<file path="src/rtl/regfile_access_ctrl.sv">
// Two-requester arbiter and access sequencer for a 32x32 register file.
// Serialises reads/writes, drives setup/strobe/hold cycles and returns
// read data or a write acknowledgement to the granted requester.
module regfile_access_ctrl #(
  parameter int unsigned DATA_W = 32,
  parameter int unsigned ADDR_W = 5
) (
  input  logic              clk,
  input  logic              reset,
  input  logic              req0_valid,
  output logic              req0_ready,
  input  logic              req0_we,
  input  logic [ADDR_W-1:0] req0_addr1,
  input  logic [ADDR_W-1:0] req0_addr2,
  input  logic [DATA_W-1:0] req0_wdata,
  output logic              rsp0_valid,
  input  logic              req1_valid,
  output logic              req1_ready,
  input  logic              req1_we,
  input  logic [ADDR_W-1:0] req1_addr1,
  input  logic [ADDR_W-1:0] req1_addr2,
  input  logic [DATA_W-1:0] req1_wdata,
  output logic              rsp1_valid,
  output logic [DATA_W-1:0] rsp_rdata1,
  output logic [DATA_W-1:0] rsp_rdata2,
  output logic [ADDR_W-1:0] rf_read_reg1,
  output logic [ADDR_W-1:0] rf_read_reg2,
  output logic [ADDR_W-1:0] rf_write_reg,
  output logic [DATA_W-1:0] rf_write_data,
  output logic              rf_reg_read,
  output logic              rf_reg_write,
  input  logic [DATA_W-1:0] rf_read_data1,
  input  logic [DATA_W-1:0] rf_read_data2
);

  typedef enum logic [2:0] {
    IDLE, R_ADDR, R_EN, R_RSP, W_SETUP, W_PULSE, W_HOLD
  } state_t;

  state_t state_q, state_d;
  logic   rr_ptr;
  logic   owner_q;
  logic   grant1;
  logic   hs;
  logic   sel_we;
  logic [ADDR_W-1:0] sel_addr1;
  logic [ADDR_W-1:0] sel_addr2;
  logic [DATA_W-1:0] sel_wdata;

  // Arbitration, handshake and next-state decode
  always_comb begin
    state_d    = state_q;
    req0_ready = 1'b0;
    req1_ready = 1'b0;
    hs         = 1'b0;
    grant1     = req1_valid && (!req0_valid || rr_ptr);
    sel_we     = grant1 ? req1_we    : req0_we;
    sel_addr1  = grant1 ? req1_addr1 : req0_addr1;
    sel_addr2  = grant1 ? req1_addr2 : req0_addr2;
    sel_wdata  = grant1 ? req1_wdata : req0_wdata;
    case (state_q)
      IDLE: begin
        if (!reset && (req0_valid || req1_valid)) begin
          hs         = 1'b1;
          req0_ready = !grant1;
          req1_ready = grant1;
          state_d    = sel_we ? W_SETUP : R_ADDR;
        end
      end
      R_ADDR:  state_d = R_EN;
      R_EN:    state_d = R_RSP;
      R_RSP:   state_d = IDLE;
      // Writes to index 0 skip the strobe so register 0 is never touched
      W_SETUP: state_d = (rf_write_reg == '0) ? W_HOLD : W_PULSE;
      W_PULSE: state_d = W_HOLD;
      W_HOLD:  state_d = IDLE;
      default: state_d = IDLE;
    endcase
  end

  // State register
  always_ff @(posedge clk or posedge reset) begin
    if (reset) state_q <= IDLE;
    else       state_q <= state_d;
  end

  // Arbitration pointer and owner of the in-flight transaction
  always_ff @(posedge clk or posedge reset) begin
    if (reset) begin
      rr_ptr  <= 1'b0;
      owner_q <= 1'b0;
    end else if (hs) begin
      rr_ptr  <= ~grant1;
      owner_q <= grant1;
    end
  end

  // Registered strobes and response pulses, decoded from the next state
  always_ff @(posedge clk or posedge reset) begin
    if (reset) begin
      rf_reg_read  <= 1'b0;
      rf_reg_write <= 1'b0;
      rsp0_valid   <= 1'b0;
      rsp1_valid   <= 1'b0;
    end else begin
      rf_reg_read  <= (state_d == R_EN);
      rf_reg_write <= (state_d == W_PULSE);
      rsp0_valid   <= (state_d == R_RSP || state_d == W_HOLD) && !owner_q;
      rsp1_valid   <= (state_d == R_RSP || state_d == W_HOLD) && owner_q;
    end
  end

  // Address/data latched at handshake; read data captured leaving R_EN
  always_ff @(posedge clk or posedge reset) begin
    if (reset) begin
      rf_read_reg1  <= '0;
      rf_read_reg2  <= '0;
      rf_write_reg  <= '0;
      rf_write_data <= '0;
      rsp_rdata1    <= '0;
      rsp_rdata2    <= '0;
    end else begin
      if (hs) begin
        if (sel_we) begin
          rf_write_reg  <= sel_addr1;
          rf_write_data <= sel_wdata;
        end else begin
          rf_read_reg1 <= sel_addr1;
          rf_read_reg2 <= sel_addr2;
        end
      end
      if (state_q == R_EN) begin
        rsp_rdata1 <= rf_read_data1;
        rsp_rdata2 <= rf_read_data2;
      end
    end
  end

endmodule

</file>
<file path="config.mk">
export PLATFORM = sky130hd
export DESIGN_NAME = regfile_access_ctrl
export DESIGN_NICKNAME = d
export VERILOG_FILES = /design/src/rtl/regfile_access_ctrl.sv
export SDC_FILE = /design/constraint.sdc
export NUM_CORES = 1
export LEC_CHECK = 0
export CAP_MARGIN = 20
export CORE_UTILIZATION = 43
export CTS_CLUSTER_SIZE = 12
export DETAILED_ROUTE_END_ITERATION = 12
export MAX_ROUTING_LAYER = met4
export PLACE_DENSITY = 0.86
export SYNTH_ARGS = -nofsm -noshare
export SYNTH_HDL_FRONTEND = slang
export SYNTH_SLANG_ARGS = --single-unit
</file>
<file path="constraint.sdc">
create_clock -name clk -period 7.7 [get_ports clk]
set_input_delay 1.925 -clock clk [delete_from_list [all_inputs] [get_ports clk]]
set_output_delay 1.925 -clock clk [all_outputs]
set_load 0.005 [all_outputs]
</file>
-- Yosys cells after proc, flatten, opt, wreduce, memory -nomap -nowiden
Cells that the tools add are included.
- logic and storage cells: 52
- output and inout port bits: 117
- register bits after elaboration: 120
- bitwise gates (word level): 2
- mux-type cells: 14
- reduce and logical (&&, ||, !) cells: 15
- equality and inequality tests: 8
- operators by type and width (cell ; number):
    32-bit 2-to-1 mux ; 1
    3-bit one-hot mux with 5 select lines ; 1
    3-bit == test (second input constant) ; 4
    5-bit 2-to-1 mux ; 2
    3-bit by 2-bit == test with 1-bit output (second input constant) ; 3
    1-bit 2-to-1 mux ; 7
    3-bit 2-to-1 mux ; 2
    5-bit logical NOT ; 1
    1-bit logical AND ; 4
    1-bit logical NOT ; 4
    2-bit AND reduction ; 2
    3-bit by 1-bit == test with 1-bit output (second input constant) ; 1
    3-bit logical NOT ; 1
    1-bit logical OR ; 3
    2-bit 2-to-1 mux ; 1
    1-bit NOT ; 2

-- Longest topological paths before layout
- depth in word-level cells: 10
- mapped depth: 7
- mapped depth without buffers: 4

-- Worst setup path before layout
OpenSTA, ideal clock, no wires.
- path type: input-to-output
- start point: input req0_valid
- end point: output req0_ready
- buffers on the path: 1
- stages: 4
- slack: 3.125 ns
- required time: 5.775 ns
- data arrival time: 2.650 ns
- cells stage by stage: inv_1 o21ai_2 buf_2 nor2b_1
- word-level cells in the longest chain between the ends: 6
- elaborated cells on any way between the ends: 8
- RTL lines (item ; line ; text):
    from (decl) ; 10 ; input logic req0_valid,
    1-bit logical NOT ; 56 ; grant1 = req1_valid && (!req0_valid || rr_ptr);
    1-bit logical OR ; 56 ;
    1-bit logical AND ; 56 ;
    1-bit logical NOT ; 65 ; req0_ready = !grant1;
    1-bit 2-to-1 mux (*) ; 63 ; if (!reset && (req0_valid || req1_valid)) begin
    1-bit 2-to-1 mux (*) ; 61 ; case (state_q)
    to (decl) ; 11 ; output logic req0_ready,
Mark *: on every way between the ends. The rest lies on a longest branch, timed or not.

-- Final worst setup path
- start point: input reset
- end point: output req1_ready
- word-level cells in the longest chain between the ends: 4
- RTL lines (item ; line ; text):
    from (decl) ; 9 ; input logic reset,
    1-bit logical NOT (no source line) ; -- ;
    1-bit logical AND ; 63 ;
    1-bit 2-to-1 mux ; 63 ;
    1-bit 2-to-1 mux ; 61 ;
    to (decl) ; 18 ; output logic req1_ready,
Every way passes these cells.

==> results by group <==
Detailed routing
  • Post-detailed-route wirelength per cell: 18.3 um
  • Post-route DRC: 0
  • Drt first pass iters: 4
  • Routed Antenna Nets: 0
  • Drt via density: 4.96
  • Initial DRC Count: 124
  • DR vias: 3740
  • DRT Wirelength: 13800 um

Setup path
  • Worst Path Required: 5.78 ns
  • Critical Path AT: 3.59 ns
  • Crit path kind: input pin to output pin
  • Start point of the critical path: reset
  • Critical path fanouts, max: 6
  • R2R cell count: 5
  • Crit start category: input pin
  • Crit. End Element: output pin
  • R2r endpoint: rf_write_reg[0]
  • Worst R2R Setup Slack: 5.57 ns
  • FF-to-FF Start: state_q[2]

STA
  • Hold Fails Final Rpt: 0
  • Worst Skew: 0.00644 ns
  • Crit share post-route: 71.6%
  • Max transition margin: 44.5%
  • Achievable clock frequency: 181 MHz
  • Setup TNS: 0 ns
  • Pin slew with the least headroom to its limit: 0.833 ns
  • # setup viols final: 0
  • RSZ-0062 raised after global routing: no
  • Period minus WS final: 5.51 ns
  • Final-report max-slew violation count: 0

Clock network
  • CTS sink cnt: 120
  • H-tree levels: 4
  • Clock tree buffer depth: 2
  • CTS buffer count: 17
  • Post-CTS Hold Buffers: 0
  • CTS tree: done
  • Clock-pin transition on the worst setup and hold timing paths: 0.05 ns
  • Resized Gates After CTS: 0
  • Worst skew pair latency: 0.40 ns
  • Post-CTS setup repair buffer count: 0
  • CTS root buf: clkbuf_16

Outcome
  • Status: finished clean

Floorplanning
  • Row cnt: 39
  • Die X: 111 um
  • Die height: 111 um
  • Die area: 0.0123 mm2
  • Core ar.: 0.0115 mm2
  • Ports: 271
  • Initial core utilization: 44.5%

Power and ir drop
  • Worst IR drop on VDD: 0.000219 V
  • Pint: 2490 uW
  • Flop pwr share: 33.9%
  • Power per Cell Area: 395 mW/mm2
  • Logic pwr share: 40.8%
  • Leakage power: 0.00351 uW
  • Net Sw Frac: 26.3%
  • P_sw: 889 uW
  • Power consumption: 3380 uW
  • Clk pwr share: 25.3%

GRT
  • Largest net degree at the start of global routing: 67
  • Total GRT Usage: 24.1%
  • Vias in the first global route: 4198
  • Grt total ovfl: 0
  • Antenna violations before repair: 0
  • First-pass GRT wire length: 22100 um

Layout
  • Ant diodes: 0
  • Footprint of the multi-input gates: 0.00197 mm2
  • FILL cells: 749
  • Share of post-route cells with drive strength above 1: 28.8%
  • Final nets: 753
  • Syn-to-layout area delta: 67.7%
  • Register cell area after layout: 0.00300 mm2
  • Top flop regs: rf_write_data: 32 flops, rsp_rdata1: 32 flops, rsp_rdata2: 32 flops

Synth
  • Yosys cell types: 24
  • Syn Area/Cell: 15.8 um2
  • Post-Synthesis Net Count: 477
  • Mapped Cells: 323
  • Mapped Area: 0.00510 mm2
  • Seq cells post-synth: 120
  • Yosys warns: 0
  • Post-synthesis sequential area ratio: 58.9%

Placed design
  • DP Wirelength: 10400 um
  • Placer's final routability congestion estimate: 0.842
  • Port-buffer cells: 270

Run
  • Max-cap violations: 0

Worst hold path
  • Worst hold path class: register to register
  • Hold endpoint: rf_write_data[30]
  • Worst Hold Launch: rf_write_data[30]
  • Hold Path Stages: 1
[cells by family after synthesis]
kind of cell | count (synthesis) | synth area share [%]
multiplexers | 154 | 34.0
flip-flops | 120 | 58.9
buffers and inverters | 22 | 2.90
AO/OA/AOI/OAI | 15 | 2.14
AND/OR/NAND/NOR | 12 | 2.04
[layout by cell type, fill, tap and decap left out, drive strengths merged]
cell type      Yosys  routed
a21o               1       1
a21oi              3       3
a31oi              1       1
buf               17       4
bufinv             0       5
clkbuf             0      23
clkdlybuf4s50      0     270
clkinv             0       2
clkinvlp           0       1
dfrtp            120     120
inv                5       5
mux2             154     154
nand3b             1       1
nor2               3       3
nor2b              3       3
nor3               1       1
nor3b              2       2
nor4               1       1
o211ai             1       1
o21a               1       1
o21ai              6       6
o21bai             2       2
or4                1       1
[power groups by stage]
stage	sequential [uW]	combinational [uW]	clock, uW
2_1_floorplan	1140	558	0
4_1_cts	1150	1400	870
6_report	1150	1380	854
3_5_place_dp	1150	1390	0
3_3_place_gp	1130	1350	0
5_1_grt	1190	1460	902
[cell usage after synthesis]
master | instances | area [um2]
a21o_1 | 1 | 7.51
a21oi_1 | 2 | 10.0
a21oi_2 | 1 | 8.76
a31oi_1 | 1 | 6.26
buf_2 | 7 | 35.0
buf_4 | 6 | 45.0
buf_6 | 3 | 33.8
buf_8 | 1 | 15.0
dfrtp_1 | 120 | 3000
inv_1 | 5 | 18.8
mux2_1 | 19 | 214
mux2_2 | 135 | 1520
nand3b_4 | 1 | 20.0
nor2_1 | 3 | 11.3
nor2b_1 | 3 | 18.8
nor3_2 | 1 | 10.0
nor3b_1 | 2 | 15.0
nor4_4 | 1 | 21.3
o211ai_2 | 1 | 12.5
o21a_1 | 1 | 7.51
o21ai_0 | 3 | 15.0
o21ai_2 | 3 | 26.3
o21bai_1 | 2 | 15.0
or4_1 | 1 | 7.51
[how the worst max path moves through the flow]
stage | to | depth (start not counted)
after floorplan | owner_q | 1
after global placement | req0_ready | 5
after global routing | req1_ready | 5
after detailed placement | req1_ready | 5
after CTS | req1_ready | 5
final | req1_ready | 5
[metal layers]
layer	GRT usage, %	vias up	wire (um)	share of wire [%]
li1	-	1710	-	-
met1	25.9	1835	5230	38
met2	41.7	170	7380	53
met3	7.44	25	889	6.4
met4	9.24	0	328	2.4
met5	-	-	0	0
[worst max-delay path, cell delays in order]
cell and delay, ns:
clkdlybuf4s50_1 0.53, nor4_4 0.21, o21ai_2 0.16, nor2_1 0.21, clkdlybuf4s50_1 0.55
[layout make-up]
type	instances	area share, %
repair buffers	274	32.0
inverters	5	0.249
flip-flops and latches	120	35.1
clock buffers	23	5.59
well taps	143	2.09
clock inverters	8	1.96
multi-input cells	181	23.0
[per-stage QoR]
stage	instances	utilization (%)	hold slack (ns)	cell area [um2]	setup slack (ns)
2_1_floorplan	323	-	0.418	5100	2.59
3_3_place_gp	723	68.9	0.469	7900	2.29
3_5_place_dp	723	68.9	0.476	7900	2.26
4_1_cts	754	74.6	0.488	8550	2.18
5_1_grt	754	74.6	0.500	8550	2.17
6_report	754	74.6	0.485	8550	2.19
Power figures use the tool's default switching activity.
